File: config.mk
export PLATFORM = sky130hd
export DESIGN_NAME = vga_timing_gen_flat
export DESIGN_NICKNAME = d
export VERILOG_FILES = /design/src/rtl/vga_timing_gen_if.sv /design/src/rtl/vga_timing_gen.sv /design/src/flat_wrapper.sv
export SDC_FILE = /design/constraint.sdc
export NUM_CORES = 1
export LEC_CHECK = 0
export ABC_CLOCK_PERIOD_IN_PS = 5650
export CAP_MARGIN = 20
export CORE_MARGIN = 8
export CORE_UTILIZATION = 45
export CTS_BUF_LIST = sky130_fd_sc_hd__clkbuf_8 sky130_fd_sc_hd__clkbuf_16
export CTS_CLUSTER_DIAMETER = 150
export CTS_CLUSTER_SIZE = 16
export DETAILED_ROUTE_END_ITERATION = 10
export DONT_BUFFER_PORTS = 1
export PLACE_DENSITY = 0.66
export SLEW_MARGIN = 20
export SYNTH_ARGS = -nofsm -noshare
export SYNTH_HDL_FRONTEND = slang
export SYNTH_SLANG_ARGS = --single-unit
File: constraint.sdc
create_clock -name clk_25 -period 5.65 [get_ports clk_25]
set_input_delay 1.13 -clock clk_25 [delete_from_list [all_inputs] [get_ports clk_25]]
set_output_delay 1.13 -clock clk_25 [all_outputs]
set_load 0.01 [all_outputs]
File: src/rtl/vga_timing_gen_if.sv
// Raster output bundle of vga_timing_gen: sync, blank, pixel coordinates,
// line/frame strobes and the prefetch coordinate stream.
interface vga_timing_gen_if #(
  parameter int CW = 10
);
  logic          vga_hsync;
  logic          vga_vsync;
  logic          sync_b;
  logic          sync_blank;
  logic [CW-1:0] px_x;
  logic [CW-1:0] px_y;
  logic          frame_start;
  logic          line_start;
  logic          fetch_valid;
  logic [CW-1:0] fetch_x;
  logic [CW-1:0] fetch_y;

  modport master (
    output vga_hsync, vga_vsync, sync_b, sync_blank, px_x, px_y,
           frame_start, line_start, fetch_valid, fetch_x, fetch_y
  );

  modport slave (
    input  vga_hsync, vga_vsync, sync_b, sync_blank, px_x, px_y,
           frame_start, line_start, fetch_valid, fetch_x, fetch_y
  );
endinterface

File: src/rtl/vga_timing_gen.sv
// Parametrised VGA raster timing generator. A display counter pair (hc, vc)
// and a fetch counter pair running FETCH_LAT clocks ahead are decoded into
// registered sync/blank/coordinate/strobe outputs one clock later.
module vga_timing_gen #(
  parameter int H_ACTIVE  = 640,
  parameter int H_FP      = 16,
  parameter int H_SYNC    = 96,
  parameter int H_BP      = 48,
  parameter int V_ACTIVE  = 480,
  parameter int V_FP      = 10,
  parameter int V_SYNC    = 2,
  parameter int V_BP      = 33,
  parameter int HS_POL    = 0,
  parameter int VS_POL    = 0,
  parameter int FETCH_LAT = 2,
  parameter int CW        = 10
) (
  input  logic             clk_25,
  input  logic             rst_n,
  input  logic             en,
  vga_timing_gen_if.master vga
);

  localparam int H_TOTAL = H_ACTIVE + H_FP + H_SYNC + H_BP;
  localparam int V_TOTAL = V_ACTIVE + V_FP + V_SYNC + V_BP;
  localparam int HS_LO   = H_ACTIVE + H_FP;
  localparam int HS_HI   = H_ACTIVE + H_FP + H_SYNC;
  localparam int VS_LO   = V_ACTIVE + V_FP;
  localparam int VS_HI   = V_ACTIVE + V_FP + V_SYNC;

  localparam logic [CW-1:0] H_LAST = CW'(H_TOTAL - 1);
  localparam logic [CW-1:0] V_LAST = CW'(V_TOTAL - 1);
  localparam logic [CW-1:0] FC_X0  = CW'(FETCH_LAT);
  localparam logic          HS_ON  = (HS_POL != 0);
  localparam logic          VS_ON  = (VS_POL != 0);

  // Inclusive-start, exclusive-end window test done in int so that an end
  // equal to the total count never wraps in CW bits.
  function automatic logic in_window(input logic [CW-1:0] v, input int lo, input int hi);
    return (int'(v) >= lo) && (int'(v) < hi);
  endfunction

  function automatic logic [CW-1:0] next_x(input logic [CW-1:0] x);
    return (x == H_LAST) ? '0 : x + 1'b1;
  endfunction

  function automatic logic [CW-1:0] next_y(input logic [CW-1:0] x, input logic [CW-1:0] y);
    if (x != H_LAST) return y;
    return (y == V_LAST) ? '0 : y + 1'b1;
  endfunction

  function automatic logic is_active(input logic [CW-1:0] x, input logic [CW-1:0] y);
    return (int'(x) < H_ACTIVE) && (int'(y) < V_ACTIVE);
  endfunction

  // stage p0: raster counters
  logic [CW-1:0] r_hc_p0, r_vc_p0;
  logic [CW-1:0] r_fcx_p0, r_fcy_p0;

  // stage p1: registered decode
  logic          r_hsync_p1, r_vsync_p1, r_sync_b_p1, r_blank_p1;
  logic [CW-1:0] r_px_x_p1, r_px_y_p1;
  logic          r_frame_p1, r_line_p1;
  logic          r_fvalid_p1;
  logic [CW-1:0] r_fx_p1, r_fy_p1;

  logic w_hs_win, w_vs_win;
  assign w_hs_win = in_window(r_hc_p0, HS_LO, HS_HI);
  assign w_vs_win = in_window(r_vc_p0, VS_LO, VS_HI);

  // Display and fetch counters advance together, so the fetch pair keeps a
  // constant raster-order lead of FETCH_LAT enabled clocks.
  always_ff @(posedge clk_25 or negedge rst_n) begin
    if (!rst_n) begin
      r_hc_p0  <= '0;
      r_vc_p0  <= '0;
      r_fcx_p0 <= FC_X0;
      r_fcy_p0 <= '0;
    end else if (en) begin
      r_hc_p0  <= next_x(r_hc_p0);
      r_vc_p0  <= next_y(r_hc_p0, r_vc_p0);
      r_fcx_p0 <= next_x(r_fcx_p0);
      r_fcy_p0 <= next_y(r_fcx_p0, r_fcy_p0);
    end
  end

  // Decode counter positions into registered outputs; frozen while en=0.
  always_ff @(posedge clk_25 or negedge rst_n) begin
    if (!rst_n) begin
      r_hsync_p1  <= ~HS_ON;
      r_vsync_p1  <= ~VS_ON;
      r_sync_b_p1 <= 1'b1;
      r_blank_p1  <= 1'b0;
      r_px_x_p1   <= '0;
      r_px_y_p1   <= '0;
      r_frame_p1  <= 1'b0;
      r_line_p1   <= 1'b0;
      r_fvalid_p1 <= 1'b0;
      r_fx_p1     <= '0;
      r_fy_p1     <= '0;
    end else if (en) begin
      r_hsync_p1  <= w_hs_win ? HS_ON : ~HS_ON;
      r_vsync_p1  <= w_vs_win ? VS_ON : ~VS_ON;
      r_sync_b_p1 <= ~(w_hs_win | w_vs_win);
      r_blank_p1  <= is_active(r_hc_p0, r_vc_p0);
      r_px_x_p1   <= r_hc_p0;
      r_px_y_p1   <= r_vc_p0;
      r_frame_p1  <= (r_hc_p0 == '0) && (r_vc_p0 == '0);
      r_line_p1   <= (r_hc_p0 == '0);
      r_fvalid_p1 <= is_active(r_fcx_p0, r_fcy_p0);
      r_fx_p1     <= r_fcx_p0;
      r_fy_p1     <= r_fcy_p0;
    end
  end

  assign vga.vga_hsync   = r_hsync_p1;
  assign vga.vga_vsync   = r_vsync_p1;
  assign vga.sync_b      = r_sync_b_p1;
  assign vga.sync_blank  = r_blank_p1;
  assign vga.px_x        = r_px_x_p1;
  assign vga.px_y        = r_px_y_p1;
  assign vga.frame_start = r_frame_p1;
  assign vga.line_start  = r_line_p1;
  assign vga.fetch_valid = r_fvalid_p1;
  assign vga.fetch_x     = r_fx_p1;
  assign vga.fetch_y     = r_fy_p1;

endmodule

File: src/flat_wrapper.sv
// flat-port wrapper written by rule: the top's interface ports become plain ports
module vga_timing_gen_flat 
#(
  parameter int H_ACTIVE  = 640,
  parameter int H_FP      = 16,
  parameter int H_SYNC    = 96,
  parameter int H_BP      = 48,
  parameter int V_ACTIVE  = 480,
  parameter int V_FP      = 10,
  parameter int V_SYNC    = 2,
  parameter int V_BP      = 33,
  parameter int HS_POL    = 0,
  parameter int VS_POL    = 0,
  parameter int FETCH_LAT = 2,
  parameter int CW        = 10
)
  (clk_25, rst_n, en, vga_vga_hsync, vga_vga_vsync, vga_sync_b, vga_sync_blank, vga_px_x, vga_px_y, vga_frame_start, vga_line_start, vga_fetch_valid, vga_fetch_x, vga_fetch_y);
  vga_timing_gen_if #(.CW(CW)) vga_i ();
  input  logic clk_25;
  input  logic rst_n;
  input  logic en;
  output wire logic [$bits(vga_i.vga_hsync)-1:0] vga_vga_hsync;
  output wire logic [$bits(vga_i.vga_vsync)-1:0] vga_vga_vsync;
  output wire logic [$bits(vga_i.sync_b)-1:0] vga_sync_b;
  output wire logic [$bits(vga_i.sync_blank)-1:0] vga_sync_blank;
  output wire logic [$bits(vga_i.px_x)-1:0] vga_px_x;
  output wire logic [$bits(vga_i.px_y)-1:0] vga_px_y;
  output wire logic [$bits(vga_i.frame_start)-1:0] vga_frame_start;
  output wire logic [$bits(vga_i.line_start)-1:0] vga_line_start;
  output wire logic [$bits(vga_i.fetch_valid)-1:0] vga_fetch_valid;
  output wire logic [$bits(vga_i.fetch_x)-1:0] vga_fetch_x;
  output wire logic [$bits(vga_i.fetch_y)-1:0] vga_fetch_y;
  assign vga_vga_hsync = vga_i.vga_hsync;
  assign vga_vga_vsync = vga_i.vga_vsync;
  assign vga_sync_b = vga_i.sync_b;
  assign vga_sync_blank = vga_i.sync_blank;
  assign vga_px_x = vga_i.px_x;
  assign vga_px_y = vga_i.px_y;
  assign vga_frame_start = vga_i.frame_start;
  assign vga_line_start = vga_i.line_start;
  assign vga_fetch_valid = vga_i.fetch_valid;
  assign vga_fetch_x = vga_i.fetch_x;
  assign vga_fetch_y = vga_i.fetch_y;
  vga_timing_gen #(.H_ACTIVE(H_ACTIVE), .H_FP(H_FP), .H_SYNC(H_SYNC), .H_BP(H_BP), .V_ACTIVE(V_ACTIVE), .V_FP(V_FP), .V_SYNC(V_SYNC), .V_BP(V_BP), .HS_POL(HS_POL), .VS_POL(VS_POL), .FETCH_LAT(FETCH_LAT), .CW(CW)) u_core (.clk_25(clk_25), .rst_n(rst_n), .en(en), .vga(vga_i));
endmodule
* Word level (Yosys, flattened, before mapping)
Index checks and enable logic that the tools add are counted.
** Cells by class
- Reduce and logical (&&, ||, !) cells :: 9
- Eq/ne operators :: 8
- Magnitude comparators :: 8
- Bitwise operators :: 2
- Multiplexer cells :: 12
- Add/sub/neg operators :: 4
** Operator list (number)
- $mux W10 :: 6
- $add A10 B1 Y10 const B :: 4
- $eq A10 B10 Y1 const B :: 4
- $lt A10 B10 Y1 const B :: 3
- $lt A10 B9 Y1 const B :: 3
- $logic_not A10 Y1 :: 2
- $ne A10 B10 Y1 const B :: 2
- $ge A10 B10 Y1 const B :: 1
- $ge A10 B9 Y1 const B :: 1
- $mux W1 :: 6
- $logic_and A1 B1 Y1 :: 5
- $ne A2 B2 Y1 const B :: 2
- $reduce_and A2 Y1 :: 2
- $not A1 Y1 :: 1
- $or A1 B1 Y1 :: 1
** Storage, ports and cells
- Bits in registers :: 87
- Logic and storage cells :: 58
- Input port bits :: 3

* Logic depth before layout (Yosys ltp)
Gate-level depths: netlist of run 1.
- Depth in word-level cells :: 5
- Mapped depth :: 7
- Depth with buffers taken out :: 6

* Worst setup path before layout of run 1
No wires, ideal clock.
- Path type :: input to register
- From :: input en
- To :: register u_core.r_hc_p0[3]
- Slack :: 3.251 ns
- Path buffers :: 3
- Stages :: 5
- Library setup time :: 0.125 ns
- Arrival time :: 2.275 ns
- Path through :: buf_2 -> clkbuf_1 -> clkbuf_1 -> o21ai_0 -> mux2_2
** RTL lines
- start: declaration :: line flat_wrapper.sv:21 : input logic en;
- end signal: assignment :: line vga_timing_gen.sv:80 : r_hc_p0 <= next_x(r_hc_p0);
- end: declaration :: line vga_timing_gen.sv:57 : logic [CW-1:0] r_hc_p0, r_vc_p0;

* Final worst setup path of run 1
- From :: register u_core.r_hc_p0[0]
- To :: register u_core.r_vc_p0[2]
** On the way
- Cells in the longest elaborated chain, start to end :: 5
** RTL lines
- $ne A10 B10 Y1 * :: line vga_timing_gen.sv:48 : if (x != H_LAST) return y;
- $mux W1 :: line vga_timing_gen.sv:48
- $mux W1 :: line vga_timing_gen.sv:79 : end else if (en) begin
- $ne A2 B2 Y1 (no source line) *
- $reduce_and A2 Y1 (no source line) *
- end signal: assignment :: line vga_timing_gen.sv:81 : r_vc_p0 <= next_y(r_hc_p0, r_vc_p0);
- end: declaration :: line vga_timing_gen.sv:57
Mark *: on every way between the ends. The rest lies on a longest branch, timed or not. The select of a mux whose other input is x is not followed.
A chain may end at the register's enable or synchronous reset.

==> metrics, run 1 <==
status=completed; fillers=776; Synth Instances=326; Leakage=0.001892 µW; Synth Register Bits=87; total negative slack=0 ns; Die Area=0.01200 mm²; register area=0.002182 mm²; clk root buf=clkbuf_8; GRT Total Usage=13.49%; Fin Hold WS=0.4542 ns; DP HPWL=4.997 mm; CTS Buf Count=9; final setup fails=0; sequential fraction of the synthesis area=55.44%; Slowest-stage cell, CP=and3_1; Max IR drop VDD=0.0001514 V; worst clock skew=0.009195 ns; most frequent cells in the layout=83 x dfrtp_1, 42 x mux2_2, 21 x o21ai_0; crit start category=register; Initial Util=45.81%; Detailed Route Iter0 Violations=103; TritonCTS clock tree=done; Pins Over Slew Limit=0; Top delay family on crit path=simple AND/OR/NAND/NOR gates; Syn Area/Cell=12.07 µm²; ys async rst share=100.0%; Routed Wire Length=7.526 mm; Netlist cell types=46; Worst-Margin Slew=0.5353 ns; DRC errors left=0; Antenna Nets Post-Route=0; clk sinks=87; first-pass GRT wire length=12.71 mm; H-tree Lvls=3; grt ovf=0; Tcrit/Tclk final=38.72%; chip height=109.5 µm; gpl congestion=0.7715; CP Max Fanout=18; Synth Warn #=0; vias=2484; drt pass-1 iters=4; input/output buffers=0; max cap viols=0; Max Freq=457.1 MHz; post-CTS setup buffers=0; syn nets=336; cells on worst reg2reg path=5; area of the multi-input gates=0.001663 mm²; largest net degree at the start of global routing=88; clk buf depth=2; ANT cells=0; CP Depth=5; Mapped Area=0.003936 mm²; critical-path cell list=ha_1 > nor4bb_1 > and3_1 > o21ai_0 > a22o_1; share of post-route cells with drive strength above 1=20.80%; leading cell type in the layout, fill and taps excluded=dfrtp_1; clk_lat worst skew=0.36 ns; nets=333; IO Count=50; CP endpoint kind=register; Core Area=0.008593 mm²; WP data required=5.89 ns; final hold vios=0; Hold-fix buffers, CTS=0; crit path DAT=2.43 ns; DR vias/cell=5.710; dominant synthesized flop cell=dfrtp_1; Area Growth Syn to Fin=6.167%; Post-synth EDFFs=0; WS Path Type=register to register; HP Class=primary input to asynchronous set/reset pin; Worst R2R Setup Slack=3.46 ns; initial antenna violation count=0; drt wl/cell=17.30 µm; post-route minimum period=2.188 ns; Worst Path Buf+Inv=0; max incr delay on CP=0.57 ns; Die Wd=109.5 µm; RSZ-0062 raised after global routing=no; Slew HR=64.31%; Clock Pin Slew Worst Setup and Hold Paths=0.09 ns; vias in the first global route=2438; pwr dens=316.0 mW/mm²; post-cts resize count=0; # rows=34
[logic make-up (layout without fill, tap and decap cells)]
family | after synthesis | after routing | synth area share, %
buffers and inverters | 23 | 24 | 2.320
multiplexers | 43 | 43 | 12.27
AND/OR/NAND/NOR | 101 | 101 | 15.80
flip-flops | 87 | 87 | 55.44
AO/OA/AOI/OAI | 49 | 49 | 8.392
adder cells (fa/ha/maj) | 7 | 7 | 2.225
XOR/XNOR | 16 | 16 | 3.560
[power by group]
part           internal, µW  switching (µW)  total (µW)  leakage [µW]
clock                   166             217         382     0.0000868
sequential              701             108         808       0.00113
combinational          80.6            49.0         130      0.000671
[registers in the layout, summed over array words and instances, names as in the netlist]
signal                  count
u_core.vga.frame_start      1
u_core.vga.fetch_x         10
u_core.vga.vga_hsync        1
u_core.vga.line_start       1
u_core.vga.sync_b           1
u_core.vga.px_y            10
u_core.vga.vga_vsync        1
u_core.vga.px_x            10
u_core.r_fcx_p0            10
u_core.r_vc_p0             10
u_core.r_fcy_p0            10
u_core.vga.fetch_y         10
u_core.r_hc_p0             10
u_core.vga.sync_blank       1
u_core.vga.fetch_valid      1
[through the flow]
| step | worst slack (ns) | total power (µW) | util, % | cell area (µm²) | instances |
|---|---|---|---|---|---|
| 5_1_grt | 3.300 | 1391 | 48.63 | 4179 | 435 |
| 6_report | 3.462 | 1320 | 48.63 | 4179 | 435 |
| 3_3_place_gp | 3.315 | 948.5 | 46.71 | 4014 | 420 |
| 3_5_place_dp | 3.254 | 956.1 | 46.71 | 4014 | 420 |
| 4_1_cts | 3.463 | 1337 | 48.63 | 4179 | 435 |
| 2_1_floorplan | 3.251 | 919.1 | - | 3936 | 326 |
[worst register-to-register path, stage by stage (launching register included)]
cell and delay (ns):
dfrtp_1 0.42, ha_1 0.22, nor4bb_1 0.41, and3_1 0.57, o21ai_0 0.19, a22o_1 0.26
[final cells by class]
| class | instances | area share, % |
|---|---|---|
| clock buffers | 10 | 3.293 |
| clock inverters | 5 | 0.6587 |
| inverters | 9 | 0.8084 |
| multi-input cells | 216 | 39.79 |
| flip-flops and latches | 87 | 52.22 |
| well taps | 108 | 3.234 |
[path summary, 6_finish.rpt]
check | startpoint | to
max reg2reg | u_core.r_hc_p0[0]$_DFFE_PN0P_ | u_core.r_vc_p0[2]$_DFFE_PN0P_
min | rst_n | u_core.vga.px_x[6]$_DFFE_PN0P_
min reg2reg | u_core.r_fcx_p0[1]$_DFFE_PN1P_ | u_core.r_fcx_p0[1]$_DFFE_PN1P_
min in group clk_25 | u_core.r_fcx_p0[1]$_DFFE_PN1P_ | u_core.r_fcx_p0[1]$_DFFE_PN1P_
max | u_core.r_hc_p0[0]$_DFFE_PN0P_ | u_core.r_vc_p0[2]$_DFFE_PN0P_
max in group asynchronous | rst_n | u_core.r_fcx_p0[1]$_DFFE_PN1P_
[layer usage]
metal  vias up  track usage, %  routed length (µm)
met3        13           5.920                 545
met5         -               0                   0
li1       1170               -                   -
met4         0           4.918                 124
met1      1244           17.49                3336
met2        57           19.55                3521
[Yosys cell counts (4+ instances only)]
library cell / instances / area, µm²
xor2_1: 5 / 43.79
dfrtp_1: 83 / 2077
and3_1: 13 / 81.33
and4_1: 5 / 43.79
nand4_1: 8 / 50.05
xnor2_1: 11 / 96.34
ha_1: 7 / 87.58
o21ai_0: 21 / 105.1
dfstp_2: 4 / 105.1
inv_1: 9 / 33.78
clkbuf_1: 10 / 37.54
nand2_1: 15 / 56.30
nor3_1: 8 / 40.04
buf_2: 4 / 20.02
a22o_1: 9 / 78.83
mux2_2: 42 / 473.0
nand3_1: 10 / 50.05
nor2b_1: 9 / 56.30
nor2_1: 12 / 45.04
(Power assumes the default switching activity.)
==> run 2, diff against run 1 <==
--- a/config.mk
+++ b/config.mk
@@ -5,7 +5,7 @@
 export SDC_FILE = /design/constraint.sdc
 export NUM_CORES = 1
 export LEC_CHECK = 0
-export ABC_CLOCK_PERIOD_IN_PS = 5650
+export ABC_CLOCK_PERIOD_IN_PS = 2300
 export CAP_MARGIN = 20
 export CORE_MARGIN = 8
 export CORE_UTILIZATION = 45
==> constraint.sdc (replaced) <==
create_clock -name clk_25 -period 2.3 [get_ports clk_25]
set_input_delay 0.46 -clock clk_25 [delete_from_list [all_inputs] [get_ports clk_25]]
set_output_delay 0.46 -clock clk_25 [all_outputs]
set_load 0.01 [all_outputs]
==> metrics, run 2 (synthesis gave the netlist of run 1 again) <==
register area=0.002182 mm²; final hold vios=87; crit path DAT=2.28 ns; Fin Hold WS=-0.2072 ns; HP Class=primary input to asynchronous set/reset pin; WP data required=2.55 ns; most frequent cells in the layout=83 x dfrtp_1, 42 x mux2_2, 21 x o21ai_0; Final Util=48.92%; nets=334; input/output buffers=0; worst r2r src=u_core.r_hc_p0[0]$_DFFE_PN0P_; worst clock skew=0.009298 ns; IO Count=50; Clock Pin Slew Worst Setup and Hold Paths=0.08 ns; Worst R2R Setup Slack=0.26 ns; post-cts resize count=0; chip height=109.5 µm; DR vias/cell=5.776; first-pass GRT wire length=12.70 mm; post-route minimum period=2.036 ns; CP Max Fanout=14; Area Growth Syn to Fin=6.802%; CP endpoint kind=register; clk sinks=87; fillers=780; post-CTS setup buffers=0; TritonCTS clock tree=done; WS Path Type=register to register; Tcrit/Tclk final=88.51%; Routed Wire Length=7.494 mm; drt wl/cell=17.15 µm; Initial Util=45.81%; initial antenna violation count=0; grt ovf=0; Die Wd=109.5 µm; Die Area=0.01200 mm²; status=finished with violations; GRT Total Usage=13.49%; leading cell type in the layout, fill and taps excluded=dfrtp_1; reg2reg end=u_core.r_vc_p0[3]$_DFFE_PN0P_; largest net degree at the start of global routing=88; total negative slack=0 ns; Core Area=0.008593 mm²; Antenna Nets Post-Route=0; Leakage=0.001914 µW; cells on worst reg2reg path=5; share of post-route cells with drive strength above 1=20.97%; area of the multi-input gates=0.001663 mm²; vias=2524; H-tree Lvls=3; Detailed Route Iter0 Violations=104; ANT cells=0; crit start category=register; clk root buf=clkbuf_8; clk_lat worst skew=0.35 ns; pwr dens=785.9 mW/mm²; Pins Over Slew Limit=0; DP HPWL=4.991 mm; Slew HR=66.04%; vias in the first global route=2534; # rows=34; final setup fails=0; Max Freq=491.2 MHz; Max IR drop VDD=0.0003775 V; drt pass-1 iters=4; violations in the final reports=negative hold slack; CTS Buf Count=9; gpl congestion=0.8038; RSZ-0062 raised after global routing=no; clk buf depth=2; Worst-Margin Slew=0.5028 ns; DRC errors left=0; max cap viols=0
run 2: cell types whose count changed in the layout (fill, tap and decap cells not counted), sizes merged:
cell and delta:
buf +1, clkinvlp -1, clkbuf -1, bufinv +1, clkinv +1, inv +1
run 2: worst max-delay path, cell delays in order (launching register included):
cell and delay (ns):
dfrtp_1 0.42, ha_1 0.20, nor4bb_1 0.41, and3_1 0.49, o21ai_0 0.16, a22o_1 0.25
run 2: final cells by class:
class                           count  share of cell area, %
Clock buffer                        9                  2.946
Clock inverter                      7                  1.399
Inverter                            9                 0.8036
Multi-Input combinational cell    216                  39.55
Sequential cell                    87                  51.90
Tap cell                          108                  3.214
Timing Repair Buffer                1                 0.1786
run 2: how the worst max path moves through the flow:
stage	from	to	slack, ns	cells past startpoint
finish	u_core.r_hc_p0[0]$_DFFE_PN0P_	u_core.r_vc_p0[3]$_DFFE_PN0P_	0.26	5
global route	u_core.r_hc_p0[0]$_DFFE_PN0P_	u_core.r_vc_p0[2]$_DFFE_PN0P_	0.04	5
CTS	u_core.r_hc_p0[0]$_DFFE_PN0P_	u_core.r_vc_p0[3]$_DFFE_PN0P_	0.28	5
detailed placement	u_core.r_hc_p0[0]$_DFFE_PN0P_	u_core.r_vc_p0[3]$_DFFE_PN0P_	0.28	5
global placement	u_core.r_hc_p0[0]$_DFFE_PN0P_	u_core.r_vc_p0[3]$_DFFE_PN0P_	0.36	5
floorplan	u_core.r_fcx_p0[1]$_DFFE_PN1P_	u_core.r_fcy_p0[7]$_DFFE_PN0P_	0.50	5
run 2: stage by stage:
stage          total power (µW)  area [µm²]  hold slack (ns)  std cells  setup WS [ns]
6_report                   3304        4204          -0.2072        437         0.2643
5_1_grt                    3496        4204          -0.2463        437        0.04468
4_1_cts                    3359        4204          -0.2249        437         0.2800
3_5_place_dp               2343        4021           0.1670        421         0.2827
3_3_place_gp               2326        4021           0.1667        421         0.3592
2_1_floorplan              2258        3936           0.1644        326         0.4951
run 2: layer usage:
layer  GRT usage (%)  up-vias  wire length [µm]
met5               0        -                 0
met3           5.920        9               524
met1           16.47     1286              3259
met2           21.10       53              3622
met4           4.147        0                87
li1                -     1176                 -
run 2: power breakdown:
part / total [µW] / switching, µW / internal (µW)
logic: 316 / 118 / 197
clock network: 1000 / 514 / 487
registers: 1990 / 266 / 1720
==> run 3, diff against run 2 <==
--- a/config.mk
+++ b/config.mk
@@ -15,6 +15,7 @@
 export DETAILED_ROUTE_END_ITERATION = 10
 export DONT_BUFFER_PORTS = 1
 export PLACE_DENSITY = 0.66
+export RECOVER_POWER = 25
 export SLEW_MARGIN = 20
 export SYNTH_ARGS = -nofsm -noshare
 export SYNTH_HDL_FRONTEND = slang
==> results of run 3 <==
Final layout, timing and power as in run 2 (identical DEF).
